===== src/rtl/muldiv_unit.sv =====
// Iterative radix-2 multiply/divide responder for the muldiv request/answer interface.
// One operation in flight; every operation takes exactly 32 BUSY cycles. Flush and reset cancel it.
module muldiv_unit #(
    parameter int ID_WIDTH = 16
) (
    input  logic                clk,
    input  logic                rst,
    input  logic                req_valid,
    output logic                req_ready,
    input  logic [1:0]          req_op,
    input  logic [31:0]         req_a,
    input  logic [31:0]         req_b,
    input  logic [ID_WIDTH-1:0] req_id,
    output logic                ans_valid,
    input  logic                ans_ready,
    output logic [31:0]         ans_hi,
    output logic [31:0]         ans_lo,
    output logic [ID_WIDTH-1:0] ans_id,
    input  logic                flush,
    output logic                busy
);

    typedef enum logic [1:0] {IDLE, BUSY, DONE} state_t;

    state_t              state;
    state_t              state_next;
    logic [4:0]          count;
    logic [63:0]         acc;
    logic [31:0]         opnd;
    logic                op_div;
    logic                neg_res;
    logic                neg_a;
    logic                div_zero;
    logic [ID_WIDTH-1:0] id_reg;

    logic                accept;
    logic                signed_op;
    logic                a_neg;
    logic                b_neg;
    logic [31:0]         a_abs;
    logic [31:0]         b_abs;
    logic [32:0]         mul_sum;
    logic [32:0]         div_shift;
    logic                div_ge;
    logic [31:0]         div_diff;
    logic [63:0]         iter_acc;
    logic [63:0]         prod_fix;
    logic [31:0]         quo_fix;
    logic [31:0]         rem_fix;
    logic [31:0]         fix_hi;
    logic [31:0]         fix_lo;

    assign req_ready = (state == IDLE);
    assign busy      = (state != IDLE);
    assign ans_valid = (state == DONE);
    assign accept    = req_valid && req_ready && !flush;

    assign signed_op = !req_op[0];
    assign a_neg     = signed_op && req_a[31];
    assign b_neg     = signed_op && req_b[31];
    assign a_abs     = a_neg ? -req_a : req_a;
    assign b_abs     = b_neg ? -req_b : req_b;

    always_ff @(posedge clk) begin
        if (rst) begin
            state <= IDLE;
        end else begin
            state <= state_next;
        end
    end

    always_comb begin
        state_next = state;
        case (state)
            IDLE:    if (accept) state_next = BUSY;
            BUSY:    if (count == 5'd0) state_next = DONE;
            DONE:    if (ans_ready) state_next = IDLE;
            default: state_next = IDLE;
        endcase
        if (flush) begin
            state_next = IDLE;
        end
    end

    // Multiply: acc = {partial high, multiplier}; divide: acc = {remainder, dividend/quotient}.
    always_comb begin
        mul_sum   = {1'b0, acc[63:32]} + (acc[0] ? {1'b0, opnd} : 33'd0);
        div_shift = {acc[63:32], acc[31]};
        div_ge    = (div_shift >= {1'b0, opnd});
        div_diff  = div_shift[31:0] - opnd;
        if (op_div) begin
            iter_acc = {(div_ge ? div_diff : div_shift[31:0]), acc[30:0], div_ge};
        end else begin
            iter_acc = {mul_sum, acc[31:1]};
        end
    end

    // With a zero divisor every step subtracts nothing, so the remainder ends up as |a| and
    // the usual dividend-sign fixup restores the original a.
    always_comb begin
        prod_fix = neg_res ? -iter_acc : iter_acc;
        quo_fix  = neg_res ? -iter_acc[31:0] : iter_acc[31:0];
        rem_fix  = neg_a ? -iter_acc[63:32] : iter_acc[63:32];
        fix_hi   = prod_fix[63:32];
        fix_lo   = prod_fix[31:0];
        if (op_div) begin
            fix_hi = rem_fix;
            fix_lo = div_zero ? 32'hFFFF_FFFF : quo_fix;
        end
    end

    always_ff @(posedge clk) begin
        if (rst) begin
            count    <= 5'd0;
            acc      <= 64'd0;
            opnd     <= 32'd0;
            op_div   <= 1'b0;
            neg_res  <= 1'b0;
            neg_a    <= 1'b0;
            div_zero <= 1'b0;
            id_reg   <= '0;
            ans_hi   <= 32'd0;
            ans_lo   <= 32'd0;
            ans_id   <= '0;
        end else if (accept) begin
            count    <= 5'd31;
            op_div   <= req_op[1];
            neg_res  <= a_neg ^ b_neg;
            neg_a    <= a_neg;
            div_zero <= (req_b == 32'd0);
            id_reg   <= req_id;
            if (req_op[1]) begin
                acc  <= {32'd0, a_abs};
                opnd <= b_abs;
            end else begin
                acc  <= {32'd0, b_abs};
                opnd <= a_abs;
            end
        end else if (state == BUSY && !flush) begin
            acc <= iter_acc;
            if (count != 5'd0) begin
                count <= count - 5'd1;
            end else begin
                ans_hi <= fix_hi;
                ans_lo <= fix_lo;
                ans_id <= id_reg;
            end
        end
    end

endmodule


===== config.mk =====
export PLATFORM = sky130hd
export DESIGN_NAME = muldiv_unit
export DESIGN_NICKNAME = d
export VERILOG_FILES = /design/src/rtl/muldiv_unit.sv
export SDC_FILE = /design/constraint.sdc
export NUM_CORES = 1
export LEC_CHECK = 0
export ABC_AREA = 0
export CAP_MARGIN = 20
export CELL_PAD_IN_SITES_DETAIL_PLACEMENT = 1
export CELL_PAD_IN_SITES_GLOBAL_PLACEMENT = 1
export CORE_AREA = 10 10 278 280
export DETAILED_ROUTE_END_ITERATION = 8
export DIE_AREA = 0 0 288 290
export GPL_ROUTABILITY_DRIVEN = 0
export PLACE_DENSITY = 0.56
export SLEW_MARGIN = 20
export SYNTH_ARGS = -nofsm -noshare
export SYNTH_HDL_FRONTEND = slang
export SYNTH_SLANG_ARGS = --single-unit

===== constraint.sdc =====
create_clock -name clk -period 5.5 [get_ports clk]
set_input_delay 1.1 -clock clk [delete_from_list [all_inputs] [get_ports clk]]
set_output_delay 1.1 -clock clk [all_outputs]
set_load 0.02 [all_outputs]

# == Word-level counts from Yosys, hierarchy flattened ==
# Cells that the tools add are included.
# classes
order_cmp,1
bitwise,3
n_eq_ne,5
n_reduce_logical,18
mux,22
add_sub_neg,8
# op_table
op,n
$mux W32,11
$mux W64,4
$neg A32 Y32,4
$neg A64 Y64,1
$add A32 B32 Y33,1
$ge A33 B32 Y1,1
$logic_not A32 Y1,1
$sub A32 B32 Y32,1
$mux W5,3
$mux W2,3
$pmux W2 S3,1
$reduce_and A3 Y1,2
$reduce_bool A2 Y1,3
$logic_and A1 B1 Y1,5
$logic_not A5 Y1,1
$reduce_bool A5 Y1,1
$sub A5 B1 Y5 const B,1
$ne A2 B1 Y1 const B,2
$eq A2 B1 Y1 const B,1
$eq A2 B2 Y1 const B,1
$logic_not A1 Y1,2
$logic_not A2 Y1,1
$ne A2 B2 Y1 const B,1
$not A1 Y1,2
other kinds (3),3
# totals
inputBits,87
reg_bits,203
out_inout_bits,83

# == Depth between registers and ports, before layout ==
# logic_depth
word_depth,7
depth_mapped,23

# == Worst setup path before layout ==
# Ideal clock, no wire load.
# synth_timing
path_kind,register to register
start,register op_div
end,register ans_hi[24]
t_required_ns,5.440
arrival_time_ns,5.107
setup_time_ns,0.060
setup_slack_ns,0.333
path_buffers,8
stages_incl_launch_ff,21
period_less_slack_ns,5.167
cell_sequence,dfxtp_1 > buf_4 > buf_6 > buf_2 > clkbuf_1 > buf_2 > buf_2 > buf_1 > buf_2 > mux2i_1 > ha_1 > o211ai_1 > or4_4 > or4_4 > or2_4 > nand2_4 > o211ai_2 > nor4b_4 > nand4_2 > a2111oi_0 > a311o_1
# synth_via
elab_chain_cells,4
word_cells_on_any_way,6
classes_between,add/sub: 2; mux: 4
# synth_lines
item,line,text
start: declaration,30,logic op_div;
start signal: assignment,127,op_div <= req_op[1];
$mux W64,91,if (op_div) begin
$neg A64 Y64 or $neg A32 Y32 (tied branches),"101, 103",
$mux W64 or $mux W32 (tied branches),"101, 103",
$mux W32 *,106,if (op_div) begin
end signal: assignment,144,ans_hi <= fix_hi;
end: declaration,16,"output logic [31:0] ans_hi,"
# Every way passes the cells marked *; elsewhere a longest branch is shown, timed or not.
# A chain may end at the register's enable or synchronous reset.

# == Final worst setup path ==
# layout_timing
start,register opnd[6]
end,register ans_hi[24]
# layout_via
elab_chain_cells,6
word_cells_on_any_way,11
classes_between,add/sub: 4; order compare: 1; mux: 6
# layout_lines
item,line,text
start: declaration,29,logic [31:0] opnd;
start signal: assignment,134,opnd <= b_abs;
start signal: assignment,137,opnd <= a_abs;
$mux W32 (tied with other cells),87,"mul_sum = {1'b0, acc[63:32]} + (acc[0] ? {1'b0, opnd} : 33'd0);"
$add A32 B32 Y33 or $mux W32 (tied branches),"87, 92",
$mux W64 *,91,
$neg A64 Y64 or $neg A32 Y32 (tied branches),"101, 103",
$mux W64 or $mux W32 (tied branches),"101, 103",
$mux W32 *,106,
# Marks and branches as above.

==> metrics.txt <==
status completed; drc violations 0; root buf cell clkbuf_16; pre-CTS setup slack 0.356 ns; final worst setup slack 0.365 ns; max reg flops 64; post-detail-place hpwl 63400 um; Core Util, Final 0.296; CTS tree built; Setup Viol. Count Final 0; routed vias/inst 5.26; RSZ-0062 raised after global routing false; synthesized area per cell 7.28 um^2; Std-Cell Rows 98; placed insts 3425; synthesized netlist cell count 2337; Static Leak 7.84 nW; initial antenna violation count 1; CP Capture Type flip-flop; htree depth 1; Post-synth ARST share 0; Power per Cell Area 229 nW/um^2; Main synth FF type dfxtp_1; setup bufs post-CTS 0; syn_nets 2496; Max IR drop VDD 0.000213 V; Synth Warn # 0; Initial Utilization 0.238; clock transition at the registers of the reported paths 0.06 ns; drt initial violations 1075; core area 71400 um^2; input/output buffers 169; CP max FO 8; Worst EP required 6.03 ns; Synth-to-Final Area Change 24.3%; pin count of the biggest net entering global routing 136; fin crit share 0.934; Yosys reg bits 203; Final Slew Violations 0; Final nets 2663; DR pass1 iterations 5; Crit path arrival time 5.66 ns; clk sinks 203; first-pass GRT wire length 120000 um; maximum clock frequency 195 MHz; Post-synth EDFFs 0; Die Y 290 um; Cell variety after synth 107; Min-Delay Path Class flip-flop to flip-flop; Crit Path Category flip-flop to flip-flop; routed via count 18300; full die area 83500 um^2; sequential area share after synthesis 0.239; fraction of layout cells with a size suffix above 1 0.0947; Total Routed Length 79600 um; max_cap viols 0; number of global-route vias before repair 18800; Synth Cell Area 17000 um^2; Tot GR Track Use 0.184; post-route cell area 21200 um^2; die span in x 288 um; largest register by flop count acc; Clock Path Buffers 3; clk_skew 0.0184 ns; slew margin rel. 0.304; final hold violations 0; CP Launch Type flip-flop; Tmin final 5.14 ns; total gr overflow 0; setup TNS 0 ns; Final Hold Slack 0.452 ns; final non-filler cell total 3475; Cell Area, Placed 20200 um^2; Worst-Margin Slew 1.04 ns; # IOs 170; clk_lat worst skew 0.58 ns; Total Power 4.85 mW; Routed wire per std cell 22.9 um; CTS Buf Count 26; post-route ant nets 0
## kinds of logic (layout without fill, tap and decap cells)
logic type | Yosys count | after routing | synth area share
multiplexers | 56 | 56 | 0.0343
adder cells (fa/ha/maj) | 72 | 72 | 0.0538
XOR/XNOR | 148 | 148 | 0.0762
other | 0 | 1 | 0
buffers and inverters | 225 | 412 | 0.0532
AND/OR/NAND/NOR | 906 | 906 | 0.254
flip-flops | 203 | 203 | 0.239
AO/OA/AOI/OAI | 727 | 727 | 0.289
## final cells by class
type / count / area, um^2
clock buffers: 37 / 752
diodes: 1 / 2.50
inverters: 73 / 274
well taps: 950 / 1190
fillers: 8737 / 50200
clock inverters: 11 / 169
flip-flops and latches: 203 / 4070
multi-input cells: 1909 / 12100
repair buffers: 291 / 2640
## synth_stat cells (47+ instances only)
cell type	number	area, um^2
nor3_1	73	365
a211oi_1	118	886
clkbuf_1	111	417
o21ai_0	94	470
nand2_1	275	1030
and2_1	54	338
inv_1	72	270
nor2_1	288	1080
mux2i_1	47	470
xnor2_1	89	780
ha_1	70	876
xor2_1	59	517
o211ai_1	52	390
a21oi_1	219	1100
dfxtp_1	203	4060
## path summary, 6_finish.rpt
path	startpoint	end	slack [ns]	cells after the start
min reg2reg	id_reg[15]	ans_id[15]	0.45	2
max reg2reg	opnd[6]	ans_hi[24]	0.36	19
min	id_reg[15]	ans_id[15]	0.45	2
max	opnd[6]	ans_hi[24]	0.36	19
## cells in the final DEF (no fill, tap or decap), types with 52 or more instances in the layout
cell type | synthesis | routed
ha_1 | 70 | 70
o211ai_1 | 52 | 52
xnor2_1 | 89 | 89
nor2_1 | 288 | 287
dfxtp_1 | 203 | 202
nor3_1 | 73 | 73
a21oi_1 | 219 | 218
clkdlybuf4s50_1 | 0 | 167
xor2_1 | 59 | 59
inv_1 | 72 | 72
nand2_1 | 275 | 275
a211oi_1 | 118 | 118
and2_1 | 54 | 53
buf_4 | 1 | 119
o21ai_0 | 94 | 94
## per-layer routing
metal,vias to the layer above,wire length [um],part of all wire,GRT usage
li1,8819,-,-,-
met1,8973,33600,0.42,0.223
met2,387,38700,0.49,0.318
met3,115,3230,0.041,0.0228
met4,0,4040,0.051,0.0846
met5,-,0,0,0
## repair_timing
item,4_1_cts,5_1_grt
endpoints found under the setup margin,0,1
hold buffers,0,0
gates resized for setup,0,1
## worst max-delay path, stage by stage (launching register included)
cell	delay [ns]
dfxtp_1	0.36
inv_1	0.06
ha_1	0.41
a21oi_2	0.24
o21ai_0	0.19
and2_1	0.27
o211ai_4	0.20
a31oi_1	0.20
a21oi_1	0.22
ha_1	0.22
o211ai_1	0.11
or4_4	0.56
or4_4	0.51
or2_4	0.26
nand2_4	0.11
o211ai_2	0.10
nor4b_4	0.30
nand4_2	0.18
a2111oi_1	0.41
a311o_1	0.17
## power by group
group	leakage, nW	total [mW]	internal [mW]	switching [mW]
logic	5.74	1.38	0.509	0.874
registers	1.65	1.59	1.53	0.0623
clock network	0.453	1.88	1.14	0.747
Power figures use the tool's default switching activity.
